### config.mk
export PLATFORM = sky130hd
export DESIGN_NAME = npu_cube_csa_resolve_flat
export DESIGN_NICKNAME = d
export VERILOG_FILES = /design/src/rtl/npu_cube_csa_resolve_if.sv /design/src/rtl/npu_cube_csa_resolve.sv /design/src/flat_wrapper.sv
export SDC_FILE = /design/constraint.sdc
export NUM_CORES = 1
export LEC_CHECK = 0
export CORE_ASPECT_RATIO = 0.7
export CORE_MARGIN = 10
export CORE_UTILIZATION = 40
export DETAILED_ROUTE_END_ITERATION = 8
export PLACE_DENSITY = 0.64
export SLEW_MARGIN = 20
export SYNTH_ARGS = -nofsm -noshare
export SYNTH_HDL_FRONTEND = slang
export SYNTH_SLANG_ARGS = --single-unit
export TNS_END_PERCENT = 50
### constraint.sdc
create_clock -name clk -period 3.27 [get_ports clk]
set_input_delay 0.327 -clock clk [delete_from_list [all_inputs] [get_ports clk]]
set_output_delay 0.327 -clock clk [all_outputs]
set_load 0.005 [all_outputs]
### src/rtl/npu_cube_csa_resolve_if.sv
// npu_cube_csa_resolve_if: operand and result handshake bundle for npu_cube_csa_resolve.
//   in_valid/in_ready    : operand pair handshake (producer -> resolver)
//   in_sum/in_carry      : carry-save pair; carry bit i has weight 2^(i+1)
//   out_valid/out_ready  : result handshake (resolver -> consumer)
//   out_res/out_hi       : resolved value {out_hi, out_res}
//   out_sat              : result was saturated (optional feature)
// Modports: master = producer/consumer side, slave = resolver.
interface npu_cube_csa_resolve_if #(
    parameter int unsigned BITWIDTH = 8
);
    logic                in_valid;
    logic                in_ready;
    logic [BITWIDTH-1:0] in_sum;
    logic [BITWIDTH-1:0] in_carry;
    logic                out_valid;
    logic                out_ready;
    logic [BITWIDTH-1:0] out_res;
    logic [1:0]          out_hi;
    logic                out_sat;

    modport master (
        output in_valid, in_sum, in_carry, out_ready,
        input  in_ready, out_valid, out_res, out_hi, out_sat
    );

    modport slave (
        input  in_valid, in_sum, in_carry, out_ready,
        output in_ready, out_valid, out_res, out_hi, out_sat
    );
endinterface

### src/rtl/npu_cube_csa_resolve.sv
// npu_cube_csa_resolve: chunk-serial resolution of a carry-save pair into binary,
// result = sum + (carry << 1), CHUNK bits per clock through a small adder.
// Ports:
//   clk, rst_n : clock, asynchronous active-low reset
//   bus        : npu_cube_csa_resolve_if.slave (operand/result handshakes and data)
//   busy       : high while an operation is in flight or its result is pending
// Optional feature: define NPU_CUBE_CSA_SAT_EN to saturate results that do not fit
// in BITWIDTH bits to all ones (out_hi = 0, out_sat = 1).
module npu_cube_csa_resolve #(
    parameter int unsigned BITWIDTH = 8,
    parameter int unsigned CHUNK    = 4
) (
    input  logic                    clk,
    input  logic                    rst_n,
    npu_cube_csa_resolve_if.slave   bus,
    output logic                    busy
);
    localparam int unsigned N  = BITWIDTH / CHUNK;
    localparam int unsigned KW = (N > 1) ? $clog2(N) : 1;
    localparam int unsigned CW = CHUNK + 1;

    typedef enum logic [1:0] {StIdle, StBusy, StDone} state_e;

    state_e              state_q, state_d;
    logic [KW-1:0]       k_q, k_d;
    logic                c_q, c_d;
    logic [BITWIDTH-1:0] a_q, a_d;
    logic [BITWIDTH-1:0] b_q, b_d;
    logic                msb_q, msb_d;
    logic [BITWIDTH-1:0] res_q, res_d;
    logic [1:0]          hi_q, hi_d;
    logic                sat_q, sat_d;
    logic                valid_q, valid_d;

    logic [CHUNK-1:0]    a_chunk;
    logic [CHUNK-1:0]    b_chunk;
    logic [CW-1:0]       chunk_sum;
    logic [1:0]          hi_final;

    always_comb begin
        a_chunk = '0;
        b_chunk = '0;
        for (int unsigned i = 0; i < N; i++) begin
            if (k_q == KW'(i)) begin
                a_chunk = a_q[i*CHUNK +: CHUNK];
                b_chunk = b_q[i*CHUNK +: CHUNK];
            end
        end
        chunk_sum = CW'(a_chunk) + CW'(b_chunk) + CW'(c_q);
        // The carry vector's top bit has weight 2^BITWIDTH and lands straight in out_hi.
        hi_final  = 2'(msb_q) + 2'(chunk_sum[CHUNK]);
    end

    always_comb begin
        state_d = state_q;
        k_d     = k_q;
        c_d     = c_q;
        a_d     = a_q;
        b_d     = b_q;
        msb_d   = msb_q;
        res_d   = res_q;
        hi_d    = hi_q;
        sat_d   = sat_q;
        valid_d = valid_q;

        unique case (state_q)
            StIdle: begin
                if (bus.in_valid) begin
                    a_d     = bus.in_sum;
                    b_d     = {bus.in_carry[BITWIDTH-2:0], 1'b0};
                    msb_d   = bus.in_carry[BITWIDTH-1];
                    c_d     = 1'b0;
                    k_d     = '0;
                    res_d   = '0;
                    hi_d    = '0;
                    sat_d   = 1'b0;
                    state_d = StBusy;
                end
            end
            StBusy: begin
                for (int unsigned i = 0; i < N; i++) begin
                    if (k_q == KW'(i)) begin
                        res_d[i*CHUNK +: CHUNK] = chunk_sum[CHUNK-1:0];
                    end
                end
                c_d = chunk_sum[CHUNK];
                if (k_q == KW'(N - 1)) begin
                    hi_d    = hi_final;
                    valid_d = 1'b1;
                    state_d = StDone;
`ifdef NPU_CUBE_CSA_SAT_EN
                    if (hi_final != 2'd0) begin
                        res_d = '1;
                        hi_d  = 2'd0;
                        sat_d = 1'b1;
                    end
`endif
                end else begin
                    k_d = k_q + KW'(1);
                end
            end
            StDone: begin
                if (bus.out_ready) begin
                    valid_d = 1'b0;
                    k_d     = '0;
                    state_d = StIdle;
                end
            end
            default: state_d = StIdle;
        endcase
    end

    always_ff @(posedge clk or negedge rst_n) begin
        if (!rst_n) begin
            state_q <= StIdle;
            k_q     <= '0;
            c_q     <= 1'b0;
            a_q     <= '0;
            b_q     <= '0;
            msb_q   <= 1'b0;
            res_q   <= '0;
            hi_q    <= '0;
            sat_q   <= 1'b0;
            valid_q <= 1'b0;
        end else begin
            state_q <= state_d;
            k_q     <= k_d;
            c_q     <= c_d;
            a_q     <= a_d;
            b_q     <= b_d;
            msb_q   <= msb_d;
            res_q   <= res_d;
            hi_q    <= hi_d;
            sat_q   <= sat_d;
            valid_q <= valid_d;
        end
    end

    assign bus.in_ready  = (state_q == StIdle);
    assign bus.out_valid = valid_q;
    assign bus.out_res   = res_q;
    assign bus.out_hi    = hi_q;
`ifdef NPU_CUBE_CSA_SAT_EN
    assign bus.out_sat   = sat_q;
`else
    assign bus.out_sat   = 1'b0;
`endif
    assign busy          = (state_q != StIdle);

`ifndef NPU_CUBE_CSA_SAT_EN
    logic unused_sat;
    assign unused_sat = sat_q;
`endif
endmodule

### src/flat_wrapper.sv
// flat-port wrapper written by rule: the top's interface ports become plain ports
module npu_cube_csa_resolve_flat 
#(
    parameter int unsigned BITWIDTH = 8,
    parameter int unsigned CHUNK    = 4
)
  (clk, rst_n, busy, bus_in_valid, bus_in_sum, bus_in_carry, bus_out_ready, bus_in_ready, bus_out_valid, bus_out_res, bus_out_hi, bus_out_sat);
  npu_cube_csa_resolve_if #(.BITWIDTH(BITWIDTH)) bus_i ();
  input  logic clk;
  input  logic rst_n;
  output logic busy;
  input wire logic [$bits(bus_i.in_valid)-1:0] bus_in_valid;
  input wire logic [$bits(bus_i.in_sum)-1:0] bus_in_sum;
  input wire logic [$bits(bus_i.in_carry)-1:0] bus_in_carry;
  input wire logic [$bits(bus_i.out_ready)-1:0] bus_out_ready;
  output wire logic [$bits(bus_i.in_ready)-1:0] bus_in_ready;
  output wire logic [$bits(bus_i.out_valid)-1:0] bus_out_valid;
  output wire logic [$bits(bus_i.out_res)-1:0] bus_out_res;
  output wire logic [$bits(bus_i.out_hi)-1:0] bus_out_hi;
  output wire logic [$bits(bus_i.out_sat)-1:0] bus_out_sat;
  assign bus_i.in_valid = bus_in_valid;
  assign bus_i.in_sum = bus_in_sum;
  assign bus_i.in_carry = bus_in_carry;
  assign bus_i.out_ready = bus_out_ready;
  assign bus_in_ready = bus_i.in_ready;
  assign bus_out_valid = bus_i.out_valid;
  assign bus_out_res = bus_i.out_res;
  assign bus_out_hi = bus_i.out_hi;
  assign bus_out_sat = bus_i.out_sat;
  npu_cube_csa_resolve #(.BITWIDTH(BITWIDTH), .CHUNK(CHUNK)) u_core (.clk(clk), .rst_n(rst_n), .bus(bus_i), .busy(busy));
endmodule
==> results of run 1 <==
[through the flow]
stage | std cells | total power, mW | util | hold slack, ns | worst slack [ns]
after global routing | 200 | 2.14 | 0.543 | 0.514 | 0.505
after CTS | 200 | 1.98 | 0.543 | 0.462 | 0.664
after global placement | 194 | 1.67 | 0.523 | 0.479 | 0.783
after detailed placement | 194 | 1.71 | 0.523 | 0.490 | 0.681
final | 200 | 1.94 | 0.543 | 0.456 | 0.687
after floorplan | 115 | 1.37 | - | 0.0314 | 0.769
[worst register-to-register path, cell delays in order (launching register included)]
cell      delay, ns
dfrtp_1        0.66
mux2i_1        0.19
fa_1           0.45
fa_1           0.42
nor2b_1        0.12
o21ai_0        0.07
nand2b_1       0.10
ha_1           0.24
a22o_1         0.21
[layout by cell type (no fill, tap or decap), types with 2 or more instances in the layout]
cell type,count
a21oi_1,3
a22o_1,6
and2_1,2
buf_4,2
clkbuf_8,5
clkdlybuf4s50_1,32
dfrtp_1,31
fa_1,2
ha_1,4
inv_1,6
mux2_2,10
mux2_4,10
mux2i_1,4
nand2_1,4
nand2b_1,6
nor2b_1,2
o21ai_0,6
o2bb2ai_1,2
o31ai_1,2
[how the worst max path moves through the flow]
| stage | start | endpoint | slack (ns) | cells past startpoint |
|---|---|---|---|---|
| detailed placement | u_core.k_q | u_core.bus.out_hi[0] | 0.68 | 8 |
| global placement | u_core.k_q | u_core.bus.out_hi[0] | 0.78 | 8 |
| global route | u_core.k_q | u_core.bus.out_hi[0] | 0.50 | 8 |
| CTS | u_core.k_q | u_core.bus.out_hi[0] | 0.66 | 8 |
| floorplan | u_core.k_q | u_core.bus.out_hi[0] | 0.77 | 9 |
| finish | u_core.k_q | u_core.bus.out_hi[0] | 0.69 | 8 |
[sequential cells by signal, summed over array words and instances (netlist names)]
name,cells
u_core.b_q,7
u_core.state_q,2
u_core.msb_q,1
u_core.k_q,1
u_core.bus.out_res,8
u_core.bus.out_hi,2
u_core.bus.out_valid,1
u_core.c_q,1
u_core.a_q,8
[routing by layer]
metal  global-route usage  vias up  share of wire
li1                     -      468              -
met1                0.117      466           0.44
met2                0.152       25           0.47
met3               0.0516        2          0.082
met4               0.0324        0         0.0037
met5                    0        -              0
[where the power goes]
group | internal, mW | switching, mW | total, mW | leakage [nW]
clock | 0.141 | 0.119 | 0.261 | 0.0371
combinational | 0.563 | 0.429 | 0.991 | 0.432
sequential | 0.554 | 0.137 | 0.691 | 0.381
[area by class of cell]
type	instances	area, um2	share of cell area
Inverter	7	26.3	0.0136
Tap cell	50	62.6	0.0324
Clock buffer	6	72.6	0.0376
Multi-Input combinational cell	72	659	0.341
Timing Repair Buffer	34	335	0.174
Sequential cell	31	776	0.402
[cell usage after synthesis, types with 2 or more instances]
cell,number
o31ai_1,2
o2bb2ai_1,2
buf_4,2
and2_1,2
nand2_1,4
nor2b_1,2
dfrtp_1,31
mux2_4,10
a21oi_1,3
ha_1,4
inv_1,6
o21ai_0,6
fa_1,2
mux2i_1,4
a22o_1,6
nand2b_1,6
mux2_2,10
[kinds of logic (layout without fill, tap and decap cells)]
| group | after synthesis | in the layout | share of synthesized area |
|---|---|---|---|
| DFF | 31 | 31 | 0.518 |
| muxes | 24 | 24 | 0.202 |
| AOI/OAI and AO/OA | 21 | 21 | 0.0978 |
| and+or+nand+nor | 18 | 18 | 0.0661 |
| buffers and inverters | 12 | 47 | 0.0410 |
| adders and majority gates | 6 | 6 | 0.0602 |
| xor gates and xnor gates | 2 | 2 | 0.0117 |
| other | 1 | 1 | 0.00251 |
==> results.yml, run 1 <==
sta:
  slew_headroom: 0.656
  hold_viol_final: 0
  worst_pin_slew_ns: 0.516
  max_freq_mhz: 387
  maxSlewViolCount: 0
  fin_skew_ns: 0.00416
  tns_ns: 0
  period_minus_slack_ns: 2.58
  rsz0062_at_grt: "false"
  setup_viol: 0
  post-route-period-util: 0.790
hold_path:
  hold_class: "in -> async"
floorplanning:
  die-area_mm2: 0.00663
  std_cell_rows: 18
  io-pin-count: 34
  die_h_um: 71.2
  core_mm2: 0.00356
  dieWidth_um: 93.1
  start_util: 0.421
clock_tree:
  cts_made_buffers: 5
  clk_latency_ns: 0.27
  holdBufCountCts: 0
  root_buffer: "clkbuf_8"
  cts_tree: "yes"
  postCtsResizedCells: 0
  postCtsSetupRepairBufs: 0
  cts_max_path_buffers: 2
  clkTransAtPathRegs_ns: 0.06
  cts.sinks: 31
  htree_levels: 2
critical_path:
  cpMostUsedCell: "fa_1"
  cp_top_family: "adder cells"
  path_class: "reg -> reg"
  rr_endpoint: "u_core.bus.out_hi[0]"
  reg2reg_depth: 8
  critPathRequiredTime_ns: 3.43
  crit_chain: "mux2i_1 > fa_1 > fa_1 > nor2b_1 > o21ai_0 > nand2b_1 > ha_1 > a22o_1"
  cpPeakStageDelay_ns: 0.66
  end_kind: "register"
  reg2reg_from: "u_core.k_q"
  cp_data_arrival_time_ns: 2.74
  cp.buffers_inverters: 0
  reg2reg_slack_ns: 0.69
  cp-start-kind: "register"
  worst-path-max-fanout: 14
  crit_path_top_delay_cell: "dfrtp_1"
detailed_routing:
  vias: 961
  drt_iter0_drc: 37
  ant_nets: 0
  wire_per_inst_um: 15.0
  drcViolationCount: 0
  viasPerCell: 4.81
  dr.pass1.iters: 4
  finalWirelength_um: 3000
logic_synthesis:
  yosysTopAreaCell: "dfrtp_1"
  ys_ff_latch: 31
  yosysSeqAreaShare: 0.518
  syn_inst: 115
  synthTopCellsByArea: "dfrtp_1 52%, mux2_4 10%, mux2_2 7.5%"
  synth_nets: 141
  synth-edff-count: 0
  yosysWarningCount: 0
  synthDistinctLibCells: 30
  yosys_most_used_dff: "dfrtp_1"
  synth_top_area_frac: 0.518
  async_reset_ff_frac: 1.00
  synth_area_mm2: 0.00150
  syn_avg_cell_area_um2: 13.0
final_layout:
  drive_gt1_frac: 0.193
  antenna_cells: 0
  syn2layout_area_growth_pct: 29.1
  final.fill_count: 326
  finish.instance_area_mm2: 0.00193
  nets: 177
global_route:
  grt_antenna_before_repair: 0
  grt_usage: 0.0992
  overflow: 0
  grt_pass1_wl_um: 5330
  grt_max_degree: 32
  grt_pass1_vias: 1116
power:
  powerDensity_mw_per_mm2: 1010
  leakage_nw: 0.850
  peakVddDrop_mv: 0.417
placed_design:
  gp_congestion: 0.829
  dpl.hpwl_um: 2360
  place_area_mm2: 0.00186
  port_buffers: 32
job:
  maxCapViolations: 0
run_status:
  status: "completed"
Note: power is estimated with default switching activity, not from simulation.
==> run 2: changes to the inputs <==
Clock period 3.27 ns to 2.4 ns, I/O delays scaled along.
==> run 2 against run 1 <==
- final area grew 3.7%
- critical path depth unchanged
- worst hold slack got worse by 0.12 ns
- die area unchanged
- final cell count up 3.5%
- routed wire length down 0.10%
- fmax up 15%
- count of clock-buffer cells in the layout rose by 2
- critical endpoint unchanged
- highest routed layer unchanged
==> results.yml, run 2 (synthesis gave the netlist of run 1 again) <==
power:
  peakVddDrop_mv: 0.636
  powerDensity_mw_per_mm2: 1410
  leakage_nw: 0.890
  finalPower_mw: 2.82
clock_tree:
  cts.sinks: 31
  clkTransAtPathRegs_ns: 0.06
  cts_tree: "yes"
  cts_max_path_buffers: 2
  clk_latency_ns: 0.28
  cts_made_buffers: 5
  htree_levels: 2
  root_buffer: "clkbuf_8"
final_layout:
  antenna_cells: 0
  final.fill_count: 321
  fin_cells: 207
  syn2layout_area_growth_pct: 33.9
  drive_gt1_frac: 0.236
  final_cell_mix: "32 x clkdlybuf4s50_1, 31 x dfrtp_1, 10 x mux2_2, 10 x mux2_4, 7 x clkbuf_8"
  multi_input_area_um2: 662
  nets: 182
  final_util: 0.563
  mostFrequentLayoutCell: "clkdlybuf4s50_1"
  regArea_um2: 776
critical_path:
  cp_top_family: "adder cells"
  path_class: "reg -> reg"
  cp-start-kind: "register"
  crit_chain: "mux2i_1 > fa_1 > fa_2 > nor2b_1 > o21ai_0 > nand2b_1 > ha_1 > a22o_1"
  worst-path-max-fanout: 4
  cp_data_arrival_time_ns: 2.41
  critPathRequiredTime_ns: 2.57
  crit_path_top_delay_cell: "fa_1"
  cpPeakStageDelay_ns: 0.44
  cp.buffers_inverters: 0
  end_kind: "register"
sta:
  hold_viol_final: 0
  max_freq_mhz: 447
  rsz0062_at_grt: "false"
  maxSlewViolCount: 0
  setup_viol: 0
  whs_ns: 0.339
  tns_ns: 0
  post-route-period-util: 0.933
  fin_skew_ns: 0.00217
  period_minus_slack_ns: 2.24
detailed_routing:
  drt_iter0_drc: 31
  ant_nets: 0
  wire_per_inst_um: 14.5
  viasPerCell: 4.85
  dr.pass1.iters: 4
  drcViolationCount: 0
  finalWirelength_um: 3000
  vias: 1003
global_route:
  grt_pass1_wl_um: 5290
  grt_pass1_vias: 1110
  grt_max_degree: 32
  overflow: 0
  grt_usage: 0.100
  grt_antenna_before_repair: 0
floorplanning:
  dieWidth_um: 93.1
  io-pin-count: 34
  std_cell_rows: 18
  die-area_mm2: 0.00663
  die_h_um: 71.2
  core_mm2: 0.00356
  start_util: 0.421
placed_design:
  gp_congestion: 0.827
  port_buffers: 32
  dpl.hpwl_um: 2300
  dp_cells: 196
job:
  maxCapViolations: 0
run_status:
  status: "completed"
hold_path:
  hold_class: "in -> async"
==> run 2: cell types whose count changed in the layout (fill, tap and decap cells not counted) <==
cell and delta:
fa_1 -1, buf_4 +4, fa_2 +1, buf_6 +1, clkbuf_8 +2
==> run 2: timing repair <==
action	CTS	global route
resized for setup	0	2
buffers inserted	0	3
hold buffers	0	0
setup endpoints to repair	0	1
==> run 2: per-layer routing <==
layer / global-route usage / routed length, um
met5: 0 / 0
met3: 0.0495 / 272
met2: 0.151 / 1320
met1: 0.116 / 1340
met4: 0.0512 / 62
==> run 2: worst paths after layout <==
| kind | slack (ns) | cells after the start | end | startpoint |
|---|---|---|---|---|
| max | 0.16 | 8 | u_core.bus.out_hi[0] | u_core.k_q |
| min | 0.34 | 2 | u_core.bus.out_res[6] | rst_n |
| max reg2reg | 0.16 | 8 | u_core.bus.out_hi[0] | u_core.k_q |
| min reg2reg | 0.49 | 2 | u_core.bus.out_res[0] | u_core.bus.out_res[0] |
| max in group asynchronous | 1.77 | 2 | u_core.a_q[1] | rst_n |
| min in group clk | 0.49 | 2 | u_core.bus.out_res[0] | u_core.bus.out_res[0] |
==> run 2: cell type report <==
type / count / area share
Clock buffer: 8 / 0.0500
Inverter: 7 / 0.0131
Multi-Input combinational cell: 72 / 0.330
Sequential cell: 31 / 0.387
Tap cell: 50 / 0.0312
Timing Repair Buffer: 39 / 0.188
==> run 2: worst register-to-register path, delay by kind of cell (launching register included) <==
family / cells / cell delay [ns]
adder cells (fa/ha/maj): 3 / 1.05
flip-flops: 1 / 0.43
AO/OA/AOI/OAI: 2 / 0.27
AND/OR/NAND/NOR: 2 / 0.22
multiplexers: 1 / 0.16
==> run 2: through the flow <==
stage          worst slack [ns]  instance area (um2)
2_1_floorplan            0.0619                 1500
3_3_place_gp              0.167                 1870
3_5_place_dp              0.112                 1870
4_1_cts                  0.0964                 1970
5_1_grt                  0.0237                 2000
6_report                  0.162                 2000
==> run 2: where the power goes <==
part | switching, mW | internal, mW | total, mW
combinational | 0.639 | 0.832 | 1.47
sequential | 0.155 | 0.755 | 0.910
clock | 0.181 | 0.261 | 0.443
